**config.mk**
```make
export PLATFORM = sky130hd
export DESIGN_NAME = nibble_packetizer
export DESIGN_NICKNAME = d
export VERILOG_FILES = /design/src/rtl/nibble_packetizer.sv
export SDC_FILE = /design/constraint.sdc
export NUM_CORES = 1
export LEC_CHECK = 0
export ABC_CLOCK_PERIOD_IN_PS = 5750
export CORE_MARGIN = 2
export CORE_UTILIZATION = 50
export DETAILED_ROUTE_END_ITERATION = 7
export PLACE_DENSITY_LB_ADDON = 0.25
export SYNTH_ARGS = -nofsm -noshare
export SYNTH_HDL_FRONTEND = slang
export SYNTH_SLANG_ARGS = --single-unit
```
**constraint.sdc**
```tcl
create_clock -name clk80 -period 5.75 [get_ports clk80]
set_clock_uncertainty 0.2 [all_clocks]
set_input_delay 1.15 -clock clk80 [delete_from_list [all_inputs] [get_ports clk80]]
set_output_delay 1.15 -clock clk80 [all_outputs]
set_load 0.02 [all_outputs]
```
**src/rtl/nibble_packetizer.sv**
```systemverilog
// Packs 4-bit nibbles into 16-bit words and frames them into packets bounded
// by MAXWORDS, an idle timeout, or a new upstream header.
module nibble_packetizer #(
    parameter int MAXWORDS = 64,
    parameter int TIMEOUT  = 255
) (
    input  logic        clk80,
    input  logic        reset,
    input  logic [3:0]  din,
    input  logic        davail,
    input  logic        header,
    output logic        realign_start,
    output logic [15:0] dout,
    output logic        dout_valid,
    output logic        dout_sop,
    output logic        dout_eop,
    output logic        dout_trunc
);

    typedef enum logic {IDLE, COLLECT} state_t;

    localparam logic [7:0] MAX_L     = 8'(MAXWORDS);
    localparam logic [7:0] TIMEOUT_L = 8'(TIMEOUT);

    state_t      state, state_n;
    logic [1:0]  nc, nc_n;
    logic [7:0]  wc, wc_n;
    logic [7:0]  tc, tc_n;
    logic [11:0] sr, sr_n;
    logic        first, first_n;
    logic        arm, arm_n;
    logic [15:0] dout_n;
    logic        valid_n, sop_n, eop_n, trunc_n, realign_n;
    logic [15:0] partial;
    logic [7:0]  wc_inc;

    // Partial word on forced termination: collected nibbles left-aligned, rest zero.
    always_comb begin
        partial = 16'h0000;
        case (nc)
            2'd1:    partial = {sr[3:0], 12'h000};
            2'd2:    partial = {sr[7:0], 8'h00};
            2'd3:    partial = {sr, 4'h0};
            default: partial = 16'h0000;
        endcase
    end

    assign wc_inc = wc + 8'd1;

    always_comb begin
        state_n   = state;
        nc_n      = nc;
        wc_n      = wc;
        tc_n      = tc;
        sr_n      = sr;
        first_n   = first;
        arm_n     = 1'b0;
        dout_n    = dout;
        valid_n   = 1'b0;
        sop_n     = 1'b0;
        eop_n     = 1'b0;
        trunc_n   = 1'b0;
        realign_n = arm;

        case (state)
            IDLE: begin
                if (header) begin
                    state_n = COLLECT;
                    nc_n    = 2'd0;
                    wc_n    = 8'd0;
                    tc_n    = 8'd0;
                    first_n = 1'b1;
                end
            end
            COLLECT: begin
                // A header outranks the timeout, and both outrank a nibble.
                if (header || tc == TIMEOUT_L) begin
                    valid_n = 1'b1;
                    dout_n  = partial;
                    sop_n   = first;
                    eop_n   = 1'b1;
                    trunc_n = 1'b1;
                    nc_n    = 2'd0;
                    wc_n    = 8'd0;
                    tc_n    = 8'd0;
                    if (header) begin
                        first_n = 1'b1;
                    end else begin
                        state_n   = IDLE;
                        realign_n = 1'b1;
                    end
                end else if (davail) begin
                    tc_n = 8'd0;
                    if (nc == 2'd3) begin
                        valid_n = 1'b1;
                        dout_n  = {sr, din};
                        sop_n   = first;
                        first_n = 1'b0;
                        nc_n    = 2'd0;
                        wc_n    = wc_inc;
                        if (wc_inc == MAX_L) begin
                            eop_n     = 1'b1;
                            state_n   = IDLE;
                            realign_n = 1'b1;
                            wc_n      = 8'd0;
                        end
                    end else begin
                        sr_n = {sr[7:0], din};
                        nc_n = nc + 2'd1;
                    end
                end else begin
                    tc_n = tc + 8'd1;
                end
            end
            default: state_n = IDLE;
        endcase
    end

    // arm is set while in reset so realign_start fires on the first edge after release.
    always_ff @(posedge clk80 or posedge reset) begin
        if (reset) begin
            state         <= IDLE;
            nc            <= 2'd0;
            wc            <= 8'd0;
            tc            <= 8'd0;
            sr            <= 12'h000;
            first         <= 1'b0;
            arm           <= 1'b1;
            dout          <= 16'h0000;
            dout_valid    <= 1'b0;
            dout_sop      <= 1'b0;
            dout_eop      <= 1'b0;
            dout_trunc    <= 1'b0;
            realign_start <= 1'b0;
        end else begin
            state         <= state_n;
            nc            <= nc_n;
            wc            <= wc_n;
            tc            <= tc_n;
            sr            <= sr_n;
            first         <= first_n;
            arm           <= arm_n;
            dout          <= dout_n;
            dout_valid    <= valid_n;
            dout_sop      <= sop_n;
            dout_eop      <= eop_n;
            dout_trunc    <= trunc_n;
            realign_start <= realign_n;
        end
    end

endmodule
```
# [Word level (Yosys, flattened, before mapping)]
# Index checks and enable logic that the tools add are counted.
[totals] inputBits=8 elab_cells=85 register_bits=54 output_inout_bits=21
[classes] mux=50 n_eq_ne=8 n_reduce_logical=8 n_bitwise=3 add_sub_neg=3
[op_table] operator="8-bit two-way mux" count=7
[op_table] operator="16-bit two-way mux" count=3
[op_table] operator="16-bit one-hot mux with 3 select lines" count=1
[op_table] operator="8-bit one-hot mux with 2 select lines" count=2
[op_table] operator="1-bit two-way mux" count=30
[op_table] operator="8-bit by 1-bit adder with 8-bit output, second input constant" count=2
[op_table] operator="8-bit by 7-bit equality test with 1-bit output, second input constant" count=1
[op_table] operator="8-bit equality test, second input constant" count=1
[op_table] operator="2-bit two-way mux" count=4
[op_table] operator="3-bit AND reduction" count=2
[op_table] operator="2-bit equality test, second input constant" count=2
[op_table] operator="1-bit one-hot mux with 2 select lines" count=2
[op_table] operator="2-bit one-hot mux with 2 select lines" count=1
[op_table] operator="2-bit AND reduction" count=2
[op_table] operator="4-bit AND reduction" count=1
[op_table] operator="2-bit nonzero test" count=2
[op_table] operator="3-bit by 1-bit inequality test with 1-bit output, second input constant" count=1
[op_table] operator="3-bit by 2-bit inequality test with 1-bit output, second input constant" count=1
[op_table] operator="1-bit NOT" count=3
[op_table] operator="2-bit by 1-bit adder with 2-bit output, second input constant" count=1
[op_table] operator="2-bit by 1-bit equality test with 1-bit output, second input constant" count=1
[op_table] operator="2-bit inequality test, second input constant" count=1
[op_table] operator="1-bit logical OR" count=1

# [Depth between registers and ports, before layout]
[logic_depth] word_depth=7 mapped_depth=7 mapped_depth_nobuf=7

# [Worst setup path after synthesis]
# OpenSTA, ideal clock, no wires.
[synth_timing] path_type="input -> register" start="input port davail" end="register dout[10]" path_stages=4 required_time_ns=5.425 setup_ns=0.125 t_arrival_ns=2.087 path_slack_ns=3.338 cell_sequence="and2_2 o31ai_2 inv_2 mux2_2"
[synth_between] elab_chain_len=2
[synth_rtl] element="from (decl)" line="10" source="input logic davail,"
[synth_rtl] element="2-bit nonzero test (no source line)"
[synth_rtl] element="3-bit AND reduction (no source line)"
[synth_rtl] element="to (signal assigned)" line="143" source="dout <= dout_n;"
[synth_rtl] element="to (decl)" line="13" source="output logic [15:0] dout,"
# No other way between the ends.
# A chain may end at the register's enable or synchronous reset.

# [Final worst setup path]
[layout_timing] start="input port davail" end="register wc[2]"
[layout_between] elab_chain_len=2
[layout_rtl] element="3-bit by 2-bit inequality test with 1-bit output (no source line)"
[layout_rtl] element="3-bit AND reduction (no source line)"
[layout_rtl] element="to (signal assigned)" line="138" source="wc <= wc_n;"
[layout_rtl] element="to (decl)" line="27" source="logic [7:0] wc, wc_n;"
# No other way between the ends.

==> metrics.md <==
| Metric | Value |
|---|---|
| Status | `complete, no violations` |
| Vias in the first global route | `~1700` |
| R2r setup slk | `3.38 ns` |
| Cts hold-fix bufs | `0` |
| CP startpoint kind | `input pin` |
| Netlist cell types | `between 50 and 60` |
| Clock tree from TritonCTS | `built` |
| Initial Utilization | `0.529` |
| Total power | `roughly 0.92 mW` |
| Path depth of the worst reg2reg path | `5` |
| I/O Buffers | `28` |
| CTS resizes | `0` |
| Sequential fraction of the synthesis area | `0.531` |
| Layout Nets | `264` |
| Placed cells | `just over 300` |
| Combinational share of power | `0.198` |
| Share of cells above drive strength 1 | `0.179` |
| Synth top area share | `0.521` |
| Synthesis-stage register bit count | `54` |
| PD cells | `a little over 300 mW/mm2` |
| HP Class | `reg -> reg` |
| Seq pwr share | `0.520` |
| Antenna Nets Post-Route | `0` |
| Io pins | `29` |
| Residual DRC | `0` |
| Internal power | `around 0.66 mW` |
| Area grow syn2layout | `17.6%` |
| Initial drt markers | `approximately 160` |
| Clk sinks | `between 50 and 60` |
| Prevailing post-synth register cell | `dfrtp_1` |
| Max-cap violation count | `0` |
| Switch share | `0.281` |
| Hold_ws | `0.303 ns` |
| Crit path DAT | `between 3 and 4 ns` |
| Asr flop ratio synth | `1.00` |
| Placer Congestion | `just over 0.8` |
| Pre-Repair DR Iteration Count | `4` |
| Vias per Instance | `5.66` |
| RSZ-0062 raised after global routing | `false` |
| Post-synth EDFFs | `0` |
| Clock power frac | `0.282` |
| Synth top cells by count | `53 x dfrtp_1, 25 x nor2_1, 16 x mux2_2` |
| CORE AREA | `approximately 0.0048 mm2` |
| Setup TNS | `0 ns` |
| FMAX | `0.332 GHz` |
| Crit path launch | `davail` |
| Skew-Pair Late Insertion Delay | `0.31 ns` |
| Root Driver | `clkbuf_8` |
| Die area | `between 0.005 and 0.006 mm2` |
| Die X-Extent | `~75 um` |
| Post-Route Utilization | `0.622` |
| Largest net degree at the start of global routing | `55` |
| Fin crit period | `~3.0 ns` |
| Reg clk slew, reported paths | `~0.1 ns` |
| Setup-failing EPs final | `0` |
| H-tree levels | `2` |
| Final setup margin | `2.73 ns` |
| Max clock buf depth | `2` |
| TritonCTS buffer count | `5` |
| Psw | `between 0.2 and 0.3 mW` |
| Place WS | `around 2.4 ns` |
| Critical Path RT | `approximately 5.8 ns` |
| R2r startpoint | `nc[0]` |
| Standard-cell row count | `25` |
| Kind of critical path | `in -> reg` |
| Slew Viols, Final | `0` |
| Die height | `75.4 um` |
| Largest cells by area after synthesis | `dfrtp_1 52%, mux2_2 7.1%, a22o_1 4.1%` |
| GRT Util Overall | `0.200` |
| Peak supply drop | `between 0.15 and 0.2 mV` |
| Worst-Margin Slew | `around 1.1 ns` |
| Syn Nets | `about 230` |
| Synth warn | `0` |
| Post-DP HPWL | `between 3000 and 4000 um` |
| WL/cell | `about 16 um` |
| Mapped cell area | `between 0.002 and 0.003 mm2` |
| Final non-filler cell total | `around 320` |
| Final hold violations | `0` |
| Cells after Synth | `220` |
| Grt ovf | `0` |
| Via count | `between 1500 and 2000` |
| Post-route cell area | `between 0.002 and 0.003 mm2` |
| Post-Route WL | `4940 um` |
| Worst-path maximum fanout | `8` |
| Setup crit end | `wc[2]` |
| Synth area leader | `dfrtp_1` |
| First-pass GRT wire length | `8670 um` |
| Setup bufs post-CTS | `0` |
| Post-DP Area | `roughly 0.0029 mm2` |
| Static Leak | `1.31 nW` |
| Synthesized area per cell | `around 12 um2` |
| Slew Limit Headroom | `0.278` |
| FF-to-FF End | `wc[2]` |
| Endpoint type of the worst setup path | `flip-flop` |
| Final period utilization | `0.525` |
| Antenna Cells | `0` |
| Antenna violations before repair | `0` |
| Most frequent cell after synthesis | `dfrtp_1` |
final cells by class:
cell class / count / area, um2
Clock inverter: 3 / 43.8
Fill cell: 420 / 1820
Tap cell: 67 / 83.8
Multi-Input combinational cell: 154 / 1130
Inverter: 6 / 22.5
Sequential cell: 54 / 1350
Clock buffer: 5 / 68.8
Timing Repair Buffer: 29 / 288
sequential cells by signal (all words and copies together), names as in the netlist:
name	cells
arm	1
dout	16
dout_eop	1
dout_sop	1
dout_trunc	1
dout_valid	1
first	1
nc	2
realign_start	1
sr	12
state	1
tc	8
wc	8
how the worst min path moves through the flow:
stage	cells after the start	endpoint	start
6_report	1	first	first
5_1_grt	1	realign_start	arm
4_1_cts	1	first	first
3_5_place_dp	1	first	first
3_3_place_gp	1	dout[2]	dout[2]
2_1_floorplan	1	first	first
layer usage:
metal / share of wire / global-route usage / wire length, um / vias up
met5: 0 / 0 / 0 / -
met4: 0.020 / 0.0741 / 100 / 0
met3: 0.047 / 0.0410 / 233 / 11
met2: 0.46 / 0.291 / 2270 / 39
met1: 0.47 / 0.297 / 2330 / 875
li1: - / - / - / 874
cell families (layout without fill, tap and decap cells):
family | after synthesis | in the layout | synth area share
xor gates and xnor gates | 7 | 7 | 0.0241
buffers and inverters | 12 | 43 | 0.0231
DFF | 54 | 54 | 0.531
and+or+nand+nor | 64 | 64 | 0.128
AOI/OAI and AO/OA | 58 | 58 | 0.183
muxes | 18 | 18 | 0.0791
other | 1 | 1 | 0.00147
adders and majority gates | 6 | 6 | 0.0295
layout by cell type (no fill, tap or decap), types with 3 or more instances in the layout:
master and n:
nand3_1 4, clkdlybuf4s50_1 28, and3_1 3, o21ai_0 13
nor2_1 25, dfrtp_1 53, xnor2_1 4, a21oi_1 3
a221oi_1 4, a22o_1 12, nand2_1 14, a21o_1 3
clkbuf_8 5, a32oi_1 4, mux2_2 16, nand4_1 5
inv_1 4, ha_1 6, xor2_1 3
critical path: stages:
cell	delay, ns
clkdlybuf4s50_1	0.50
and2_2	0.25
o31ai_1	0.77
o21ai_0	0.26
o21ai_0	0.12
power groups by stage:
stage | logic [mW] | clock network [mW] | registers [mW]
6_report | 0.181 | 0.259 | 0.477
3_3_place_gp | 0.179 | 0 | 0.483
3_5_place_dp | 0.182 | 0 | 0.484
5_1_grt | 0.199 | 0.279 | 0.486
2_1_floorplan | 0.0873 | 0 | 0.501
4_1_cts | 0.183 | 0.264 | 0.477
Note: power is estimated with default switching activity, not from simulation.
==> RTL change (same settings) <==
Register the inputs `din`, `davail` and `header` before use, without a reset. The logic sees them one clock later.
--- a/src/rtl/nibble_packetizer.sv
+++ b/src/rtl/nibble_packetizer.sv
@@ -23,2 +23,12 @@
     localparam logic [7:0] TIMEOUT_L = 8'(TIMEOUT);
+
+    logic [3:0] din_q;
+    logic davail_q;
+    logic header_q;
+
+    always_ff @(posedge clk80) begin
+        din_q    <= din;
+        davail_q <= davail;
+        header_q <= header;
+    end
 
@@ -66,3 +76,3 @@
             IDLE: begin
-                if (header) begin
+                if (header_q) begin
                     state_n = COLLECT;
@@ -76,3 +86,3 @@
                 // A header outranks the timeout, and both outrank a nibble.
-                if (header || tc == TIMEOUT_L) begin
+                if (header_q || tc == TIMEOUT_L) begin
                     valid_n = 1'b1;
@@ -85,3 +95,3 @@
                     tc_n    = 8'd0;
-                    if (header) begin
+                    if (header_q) begin
                         first_n = 1'b1;
@@ -91,3 +101,3 @@
                     end
-                end else if (davail) begin
+                end else if (davail_q) begin
                     tc_n = 8'd0;
@@ -95,3 +105,3 @@
                         valid_n = 1'b1;
-                        dout_n  = {sr, din};
+                        dout_n  = {sr, din_q};
                         sop_n   = first;
@@ -107,3 +117,3 @@
                     end else begin
-                        sr_n = {sr[7:0], din};
+                        sr_n = {sr[7:0], din_q};
                         nc_n = nc + 2'd1;
Formal check against the unedited RTL: not equivalent (a bounded check fails within 4 cycles, from zero or initial values and one cycle with reset high).
==> RTL change against the original RTL <==
First-iteration DRC count fell by 8.8%. Sequential cell count is 6 higher. Routed wire length is 0.53% lower. Count of clock-buffer cells in the layout increased by 5. Register-to-register slack got worse by 0.02 ns. Worst setup slack improved by 0.37 ns. Non-clock buffer count is the same. Clock power up 58%. Area after synthesis increased by 4.2%. Design area is 6.6% higher. Power is 20% higher. Largest cell class unchanged.
==> RTL change: results <==
[clock_tree]
cts.clk_slew.worst_paths_ns = 0.07
cts_buffers = 9
htreeDepth = 3

[synthesis]
synth_top_area_share_pct = 50.0
syn_nets = 242
ys_top_cells_by_area = dfrtp_1 50%, a22o_1 5.3%, mux2_4 5.1%
seq_area_frac_synth_pct = 55.5
synth_cells = 228
netlist_top_cells_count = 53 x dfrtp_1, 24 x nand2_1, 19 x o21ai_0, 16 x a22o_1, 16 x nor2_1
synth-async-reset-ratio_pct = 90.0

[critical_path]
crit_fanout = 2
r2r_end = sr[10]
worstPathArrival_ns = 1.30
reg2reg_setup_slack_ns = 3.36
worst_path_largest_cell_delay_ns = 0.61

[grt]
grtUsageTotal_pct = 18.4
grt_pass1_wl_mm = 8.47
grt_pass1_vias = 1800

[min_path]
min_to = dout[4]
hp-start = dout[4]

[drt]
drtIter0Drc = 145
drt_wl_total_mm = 4.91

[final_layout]
fin_cells = 334
num-nets-final = 273
nFillCells = 423
areaGrowthSynthToFinish_pct = 20.3

[power]
p_leak_nw = 1.42
peakVddDrop_v = 0.000194

[place]
routabilityCongestion = 0.808
place_inst = 318
placed_area_um2 = 2980
pre_cts_ws_ns = 3.02

[sta]
period_minus_slack_ns = 2.65
worst_pin_slew_ns = 1.07

[outcome]
status = finished clean
RTL change: changes by cell type after synthesis, moves of 3 or more:
cell,unedited run,this run
mux2_2,16,0
nand2_1,14,24
mux2_4,0,9
nor2_1,25,16
dfxtp_1,0,6
o21ai_0,13,19
a221oi_1,4,0
a22o_1,12,16
a22oi_1,0,4
a32oi_1,4,0
o2bb2ai_1,0,4
nand4_1,5,2
RTL change: worst max path at each step:
stage / start / end / cells past startpoint
after floorplan: reset / dout[0] / 1
after global placement: reset / wc[3] / 2
after detailed placement: reset / wc[3] / 2
after CTS: dout[5] / dout[5] / 1
after global routing: dout[6] / dout[6] / 1
final: dout[5] / dout[5] / 1
RTL change: area by class of cell:
cell class	instances	area share (%)
clock buffers	10	4.00
multi-input cells	153	34.6
flip-flops and latches	60	46.1
repair buffers	29	9.02
inverters	6	0.706
well taps	70	2.74
clock inverters	6	2.78
RTL change: power breakdown:
group | leakage (nW) | total (W) | internal [W] | switching (W)
registers | 0.750 | 0.000518 | 0.000475 | 0.0000428
clock network | 0.102 | 0.000410 | 0.000244 | 0.000166
logic | 0.570 | 0.000175 | 0.0000982 | 0.0000765
total | 1.42 | 0.00110 | 0.000817 | 0.000286
RTL change: per-layer routing:
metal  routed length, µm  GRT usage, %  share of wire (%)
met5                   0             0                  0
met4                  57          10.4                1.2
met3                 180          4.00                3.7
met2                2280          26.1                 46
met1                2390          26.2                 49
RTL change: logic make-up (layout without fill, tap and decap cells):
family                   Yosys count  count (layout)  synth area share [%]
other                              1               1                 0.141
flip-flops                        60              60                  55.5
XOR/XNOR                           7               7                  2.31
AND/OR/NAND/NOR                   62              62                  12.0
AO/OA/AOI/OAI                     64              64                  17.6
multiplexers                      13              13                  6.75
adder cells (fa/ha/maj)            6               6                  2.83
buffers and inverters             15              51                  2.83
